## src/rtl/servo_pwm_decoder_if.sv

```systemverilog
// ============================================================================
// Module   : servo_pwm_decoder_if
// Purpose  : Groups the PWM input pin and the decoded duty outputs of
//            servo_pwm_decoder into a single bundle.
// Signals  : pwm_in      - raw servo PWM line (asynchronous to the clock)
//            duty_cycle  - last decoded 8-bit duty code
//            duty_valid  - one-cycle strobe, duty_cycle was just loaded
//            pulse_err   - one-cycle strobe, a pulse was rejected
//            signal_lost - level, no frame seen within the timeout window
// Modports : slave  - the decoder (samples pwm_in, drives the results)
//            master - the environment (drives pwm_in, consumes the results)
// Revision : 1.0 - initial release
// ============================================================================
`default_nettype none

interface servo_pwm_decoder_if;
   logic       pwm_in;
   logic [7:0] duty_cycle;
   logic       duty_valid;
   logic       pulse_err;
   logic       signal_lost;

   modport slave (
      input  pwm_in,
      output duty_cycle,
      output duty_valid,
      output pulse_err,
      output signal_lost
   );

   modport master (
      output pwm_in,
      input  duty_cycle,
      input  duty_valid,
      input  pulse_err,
      input  signal_lost
   );
endinterface

`default_nettype wire

```

## src/rtl/servo_pwm_decoder.sv

```systemverilog
// ============================================================================
// Module   : servo_pwm_decoder
// Purpose  : Measures the high time of a servo/RC PWM frame and converts it
//            back to the 8-bit duty code of the matching generator. Pulses
//            that are too short or too long are rejected with pulse_err, and
//            signal_lost reports the absence of frames.
// Ports    : Main_clock - system clock, in_freq MHz
//            reset      - asynchronous, active-low reset
//            bus        - servo_pwm_decoder_if.slave (pwm_in in; duty_cycle,
//                         duty_valid, pulse_err, signal_lost out)
// Option   : SERVO_FAILSAFE_EN - when defined, duty_cycle is forced to
//            FAILSAFE_DUTY (with one duty_valid strobe) when the signal is
//            lost; otherwise the last decoded value is kept.
// Revision : 1.0 - initial release
// ============================================================================
`default_nettype none

module servo_pwm_decoder #(
   parameter int in_freq       = 50,    // clock frequency, MHz
   parameter int out_freq      = 50,    // nominal frame rate, Hz
   parameter int min_us        = 1000,  // pulse width for duty 0
   parameter int max_us        = 2000,  // pulse width for full scale
   parameter int FAILSAFE_DUTY = 128    // duty forced on signal loss
) (
   input  wire logic            Main_clock,
   input  wire logic            reset,
   servo_pwm_decoder_if.slave   bus
);

   // ------------------------------------------------------------------------
   // Derived constants (integer arithmetic, elaboration time only)
   // ------------------------------------------------------------------------
   localparam int MIN_CLKS  = in_freq * min_us;
   localparam int STEP_CLKS = in_freq * (max_us - min_us) / 256;
   localparam int ERR_LO    = in_freq * min_us / 2;
   localparam int ERR_HI    = in_freq * (max_us + 500);
   localparam int TIMEOUT   = 2 * in_freq * 1000000 / out_freq;

   localparam int HCW = $clog2(ERR_HI + 1);
   localparam int TCW = $clog2(TIMEOUT + 1);
   localparam int PSW = (STEP_CLKS > 1) ? $clog2(STEP_CLKS) : 1;

   localparam logic [HCW-1:0] MIN_H     = HCW'(MIN_CLKS);
   localparam logic [HCW-1:0] ERR_LO_H  = HCW'(ERR_LO);
   localparam logic [HCW-1:0] ERR_HI_M1 = HCW'(ERR_HI - 1);
   localparam logic [PSW-1:0] STEP_LAST = PSW'(STEP_CLKS - 1);
   localparam logic [TCW-1:0] TMO_MAX   = TCW'(TIMEOUT);
   localparam logic [TCW-1:0] TMO_M1    = TCW'(TIMEOUT - 1);
   localparam logic [7:0]     FS_CODE   = 8'(FAILSAFE_DUTY);

`ifdef SERVO_FAILSAFE_EN
   localparam bit FAILSAFE = 1'b1;
`else
   localparam bit FAILSAFE = 1'b0;
`endif

   typedef enum logic [1:0] {
      IDLE  = 2'd0,
      ARMED = 2'd1,
      HIGH  = 2'd2,
      EVAL  = 2'd3
   } state_t;

   // ------------------------------------------------------------------------
   // Input synchronizer and edge detector
   // ------------------------------------------------------------------------
   // The chain resets to 1 so a line that is already high when reset is
   // released never shows up as a rising edge; decoding then waits in IDLE
   // for a genuine low level.
   logic sync1;
   logic sync2;
   logic sync_d;
   logic rise;
   logic fall;

   always_ff @(posedge Main_clock or negedge reset) begin
      if (!reset) begin
         sync1  <= 1'b1;
         sync2  <= 1'b1;
         sync_d <= 1'b1;
      end else begin
         sync1  <= bus.pwm_in;
         sync2  <= sync1;
         sync_d <= sync2;
      end
   end

   // Both terms come straight from flops, so the edge strobes are glitch-free.
   assign rise = sync2 & ~sync_d;
   assign fall = ~sync2 & sync_d;

   // ------------------------------------------------------------------------
   // Decoder FSM, counters and registered outputs
   // ------------------------------------------------------------------------
   state_t         state;
   logic [HCW-1:0] hcnt;        // high time in clocks
   logic [PSW-1:0] presc;       // clocks within the current duty step
   logic [7:0]     code;        // running duty code for the current pulse
   logic [TCW-1:0] tcnt;        // clocks since the last rising edge
   logic [7:0]     duty_q;
   logic           valid_q;
   logic           err_q;
   logic           lost_q;
   logic           accept;
   logic           timeout_hit;

   assign accept = (state == EVAL) && (hcnt >= ERR_LO_H);

   // A falling edge (or an accepted pulse) in the same cycle as the timeout
   // takes priority, so signal_lost is not raised then.
   assign timeout_hit = (tcnt == TMO_M1) && !rise && !lost_q && !accept &&
                        !((state == HIGH) && fall);

   always_ff @(posedge Main_clock or negedge reset) begin
      if (!reset) begin
         state   <= IDLE;
         hcnt    <= '0;
         presc   <= '0;
         code    <= '0;
         tcnt    <= '0;
         duty_q  <= '0;
         valid_q <= 1'b0;
         err_q   <= 1'b0;
         lost_q  <= 1'b1;
      end else begin
         valid_q <= 1'b0;
         err_q   <= 1'b0;

         // Frame timeout runs in every state and saturates at TIMEOUT.
         if (rise)
            tcnt <= '0;
         else if (tcnt != TMO_MAX)
            tcnt <= tcnt + 1'b1;

         case (state)
            IDLE: begin
               if (!sync2)
                  state <= ARMED;
            end

            ARMED: begin
               if (rise) begin
                  state <= HIGH;
                  hcnt  <= '0;
                  presc <= '0;
                  code  <= '0;
               end
            end

            HIGH: begin
               hcnt <= hcnt + 1'b1;
               // Steps are only counted past the zero-duty width, so the
               // code equals (high_clks - MIN_CLKS) / STEP_CLKS.
               if (hcnt >= MIN_H) begin
                  if (presc == STEP_LAST) begin
                     presc <= '0;
                     if (code != 8'hFF)
                        code <= code + 8'd1;
                  end else begin
                     presc <= presc + 1'b1;
                  end
               end
               if (fall) begin
                  state <= EVAL;
               end else if (hcnt == ERR_HI_M1) begin
                  err_q <= 1'b1;
                  state <= IDLE;
               end
            end

            EVAL: begin
               if (accept) begin
                  duty_q  <= (hcnt < MIN_H) ? 8'd0 : code;
                  valid_q <= 1'b1;
                  lost_q  <= 1'b0;
               end else begin
                  err_q <= 1'b1;
               end
               state <= ARMED;
            end

            default: state <= IDLE;
         endcase

         if (timeout_hit) begin
            lost_q <= 1'b1;
            if (FAILSAFE) begin
               duty_q  <= FS_CODE;
               valid_q <= 1'b1;
            end
         end
      end
   end

   assign bus.duty_cycle  = duty_q;
   assign bus.duty_valid  = valid_q;
   assign bus.pulse_err   = err_q;
   assign bus.signal_lost = lost_q;

endmodule

`default_nettype wire

```

## src/flat_wrapper.sv

```systemverilog
// flat-port wrapper written by rule: the top's interface ports become plain ports
module servo_pwm_decoder_flat 
#(
   parameter int in_freq       = 50,                           
   parameter int out_freq      = 50,                             
   parameter int min_us        = 1000,                           
   parameter int max_us        = 2000,                               
   parameter int FAILSAFE_DUTY = 128                                 
)
  (Main_clock, reset, bus_pwm_in, bus_duty_cycle, bus_duty_valid, bus_pulse_err, bus_signal_lost);
  servo_pwm_decoder_if bus_i ();
  input  wire logic Main_clock;
  input  wire logic reset;
  input wire logic [$bits(bus_i.pwm_in)-1:0] bus_pwm_in;
  output wire logic [$bits(bus_i.duty_cycle)-1:0] bus_duty_cycle;
  output wire logic [$bits(bus_i.duty_valid)-1:0] bus_duty_valid;
  output wire logic [$bits(bus_i.pulse_err)-1:0] bus_pulse_err;
  output wire logic [$bits(bus_i.signal_lost)-1:0] bus_signal_lost;
  assign bus_i.pwm_in = bus_pwm_in;
  assign bus_duty_cycle = bus_i.duty_cycle;
  assign bus_duty_valid = bus_i.duty_valid;
  assign bus_pulse_err = bus_i.pulse_err;
  assign bus_signal_lost = bus_i.signal_lost;
  servo_pwm_decoder #(.in_freq(in_freq), .out_freq(out_freq), .min_us(min_us), .max_us(max_us), .FAILSAFE_DUTY(FAILSAFE_DUTY)) u_core (.Main_clock(Main_clock), .reset(reset), .bus(bus_i));
endmodule
```

## config.mk

```make
export PLATFORM = sky130hd
export DESIGN_NAME = servo_pwm_decoder_flat
export DESIGN_NICKNAME = d
export VERILOG_FILES = /design/src/rtl/servo_pwm_decoder_if.sv /design/src/rtl/servo_pwm_decoder.sv /design/src/flat_wrapper.sv
export SDC_FILE = /design/constraint.sdc
export NUM_CORES = 1
export LEC_CHECK = 0
export ABC_AREA = 1
export CAP_MARGIN = 40
export CORE_ASPECT_RATIO = 0.7
export CORE_UTILIZATION = 60
export CTS_CLUSTER_DIAMETER = 40
export DETAILED_ROUTE_END_ITERATION = 7
export GPL_TIMING_DRIVEN = 1
export PLACE_DENSITY = 0.89
export SETUP_SLACK_MARGIN = 0.05
export SLEW_MARGIN = 20
export SYNTH_ARGS = -nofsm -noshare
export SYNTH_HDL_FRONTEND = slang
export SYNTH_SLANG_ARGS = --single-unit
```

## constraint.sdc

```tcl
create_clock -name Main_clock -period 1.8 [get_ports Main_clock]
set_input_delay 0.27 -clock Main_clock [delete_from_list [all_inputs] [get_ports Main_clock]]
set_output_delay 0.27 -clock Main_clock [all_outputs]
set_load 0.01 [all_outputs]
```

==> results_dict.tcl <==
set metrics [dict create \
    share_comb_of_total_power_pct 28.6 \
    synth.avg_cell_area_sq_um 7.44 \
    synthDominantCellAreaShare_pct 39.2 \
    fin_worst_skew_ns 0.0104 \
    grt_max_degree 71 \
    yosysUniqueCellTypes 35 \
    final-max-slew-violation-count 0 \
    synth-edff-count 0 \
    clock_latency_ns 0.35 \
    power_frac_clock_pct 27.7 \
    postSynth.asyncResetShare_pct 100 \
    initialDrtViolationCount 419 \
    gp_congestion 0.942 \
    routed_wirelength_um 9730 \
    synth-simple-area-share_pct 36.9 \
    dp_cells 677 \
    internal_power_mw 2.64 \
    total_power_mw 4.08 \
    max_cap_violations 0 \
    post_route_cells_drive_above_1_share_pct 15.5 \
    timing.critical_path.required_ns 2.03 \
    power.sequential.fraction_pct 43.7 \
    nNetsFinal 614 \
    synthesis.area_sq_mm 0.00422 \
    cts-root-to-sink-buffers 2 \
    floorplan.initialDensity_pct 62.4 \
    synth-seq-cells 70 \
    peak_clock_frequency_supported_by_timing_mhz 580 \
    power.leakage_nw 2.23 \
    timing_worst_slew_pin_value_ns 0.468 \
    power.ir.vdd_worst_mv 0.450 \
    class_of_the_tightest_hold_or_removal_check "input port to flip-flop" \
    worst_setup_hold_path_clk_slew_ns 0.06 \
    detail_route.first_pass.iterations 7 \
    layout_worst_path_cycle_share_pct 95.8 \
    number_of_instances_in_the_synthesized_netlist 567 \
    setup_violations 0 \
    num_rows 25 \
    residual_antenna_violating_net_count_after_detailed_routing 0 \
    grt_antenna_before_repair 0 \
    finalCriticalPeriod_ns 1.73 \
    power-per-cell-area_mw_per_mm2 850 \
    swShare_pct 35.3 \
    floorplan.die_area_sq_mm 0.00737 \
    endpoint_kind "flip-flop" \
    synthesis.nets 581 \
    clock_sinks 70 \
    global_route_wire_length_before_repair_um 16000 \
    r2r_cells 7 \
    timing.hold.worst_path_depth 1 \
    io_pins 14 \
    detailroute.via_count 3990 \
    gr-usage-all-layers_pct 28.1 \
    p_sw_mw 1.44 \
    dominant_combinational_cell_family_by_area_after_synthesis "simple AND/OR/NAND/NOR gates" \
    cts_root_buf "clkbuf_8" \
    synth.most_common_cell "nand2_1" \
    floorplan.die.height_um 72.1 \
    post_synth_xor_area_fraction_pct 1.04 \
    remaining_drc_errors 0 \
    grt-ovfl-total 0 \
    core_area_sq_mm 0.00676 \
    die-width_um 102 \
    cts_tree "built" \
    cts-buffers-inserted 9 \
    first_global_vias 3568 \
    worst-setup-path-type "flip-flop to flip-flop" \
    worst_rel_slew_slack_pct 68.5 \
    area_growth_pct 14.0 \
    synth.cells.most_frequent "nand2_1, nor2_1, dfrtp_1, inv_1, nand3_1" \
    synth-warning-count 0 \
    pre_cts_slack_ns 0.0653 \
    antenna_cells 0 \
    cts.htree.levels 3 \
    synth.area.mux_share_pct 0 \
    instances_no_fill 699 \
    yosys.area_share.adder_pct 3.26 \
    layout_setup_ws_ns 0.0747 \
    wire_per_inst_um 13.9 \
    cp_data_arrival_time_ns 1.95 \
    io_buffer_count 13 \
    synth_top_cell_by_area "dfrtp_1" \
    outcome "completed" \
    timing.critical_path.fanout_max 6 \
    yosysSeqAreaShare_pct 41.7 \
    worst_hold_slack_ns 0.335 \
    synth_top_flop_cell "dfrtp_1" \
    detailed_place_hpwl_um 6900 \
    area_fraction_in_compound_gates_after_synthesis_pct 9.79 \
    synthTopCellsByArea "dfrtp_1, nand2_1, nor2_1" \
    finalHoldViolations 0 \
    start_kind "flip-flop" \
    post_drt_via_cell_ratio 5.71 \
    rsz0062_at_grt "true" \
]
-- state kept, by name, indices dropped and copies added, names as in the netlist --
name	count
u_core.tcnt	21
u_core.hcnt	17
u_core.bus.duty_cycle	8
u_core.code	8
u_core.presc	8
u_core.state	2
u_core.bus.duty_valid	1
u_core.bus.pulse_err	1
u_core.bus.signal_lost	1
u_core.sync1	1
u_core.sync2	1
u_core.sync_d	1
-- metal layers --
layer / GRT usage, % / wire length, um / vias up
li1: - / - / 1921
met1: 40.5 / 4420 / 1870
met2: 40.8 / 4310 / 177
met3: 9.06 / 852 / 22
met4: 7.94 / 142 / 0
met5: 0 / 0 / -
-- power by group through the flow --
stage                     registers, mW  logic, mW  clock network (mW)
after floorplan                    1.79      0.773                   0
after global placement             1.80      0.968                   0
after detailed placement           1.81       1.02                   0
after CTS                          1.78       1.03                1.15
after global routing               1.80       1.28                1.22
final                              1.79       1.17                1.13
-- cells by family (layout without fill, tap and decap cells) --
kind of cell,Yosys count,in the layout
and+or+nand+nor,340,340
adders and majority gates,11,11
DFF,70,70
AOI/OAI and AO/OA,63,64
buffers and inverters,78,115
xor gates and xnor gates,5,5
-- metrics by stage --
step	setup TNS, ns	util, %	instance area (sq um)
after floorplan	0	-	4220
after global placement	0	66.8	4510
after detailed placement	0	66.8	4510
after CTS	0	69.5	4700
after global routing	-0.283	71.1	4810
final	0	71.1	4810
-- critical path: stages, from the launching register on --
cell and delay [ns]:
dfrtp_1 0.46, or2_2 0.32, nor3_1 0.31, nand2_1 0.14, nand2_1 0.14, nand3_1 0.11, nand2_1 0.07, nand2_1 0.05
-- path summary, 6_finish.rpt --
path / from / endpoint / slack, ns
max in group asynchronous: reset / u_core.sync1 / 0.97
max: u_core.hcnt[3] / u_core.state[1] / 0.07
min: bus_pwm_in / u_core.sync1 / 0.33
min reg2reg: u_core.sync1 / u_core.sync2 / 0.36
min in group asynchronous: reset / u_core.tcnt[3] / 0.49
max reg2reg: u_core.hcnt[3] / u_core.state[1] / 0.07
-- timing repair --
item	in CTS	in global routing
hold endpoints to repair	66	0
resized for setup	0	20
endpoints found under the setup margin	0	34
hold buffers	1	0
buffers inserted	0	4
-- cell type report --
type / count / area, sq um
Clock inverter: 1 / 5.00
Inverter: 71 / 269
Fill cell: 520 / 1950
Timing Repair Buffer: 28 / 265
Multi-Input combinational cell: 420 / 2230
Sequential cell: 70 / 1760
Tap cell: 94 / 118
Clock buffer: 15 / 166
-- layout by cell type (no fill, tap or decap), types with 2 or more instances in the layout --
cell and count:
nand3_4 4, nand3_1 41, o21ai_2 18, ha_2 2, nand2_2 10, o21ai_0 14, a211oi_1 2, buf_4 12
nand2_1 149, inv_2 6, buf_12 2, or2_2 4, a21oi_1 21, nor3_1 18, dfstp_2 4, xor2_1 3
clkdlybuf4s50_1 12, xnor2_1 2, a31oi_1 2, ha_1 9, nand3_2 2, o21ai_1 3, nand4_1 31, nor2_2 5
nor2_1 65, dfrtp_1 66, nor2_4 5, clkbuf_1 4, nand2_4 2, clkbuf_8 11, inv_1 64
No activity file was read; power rests on OpenSTA's default activity.
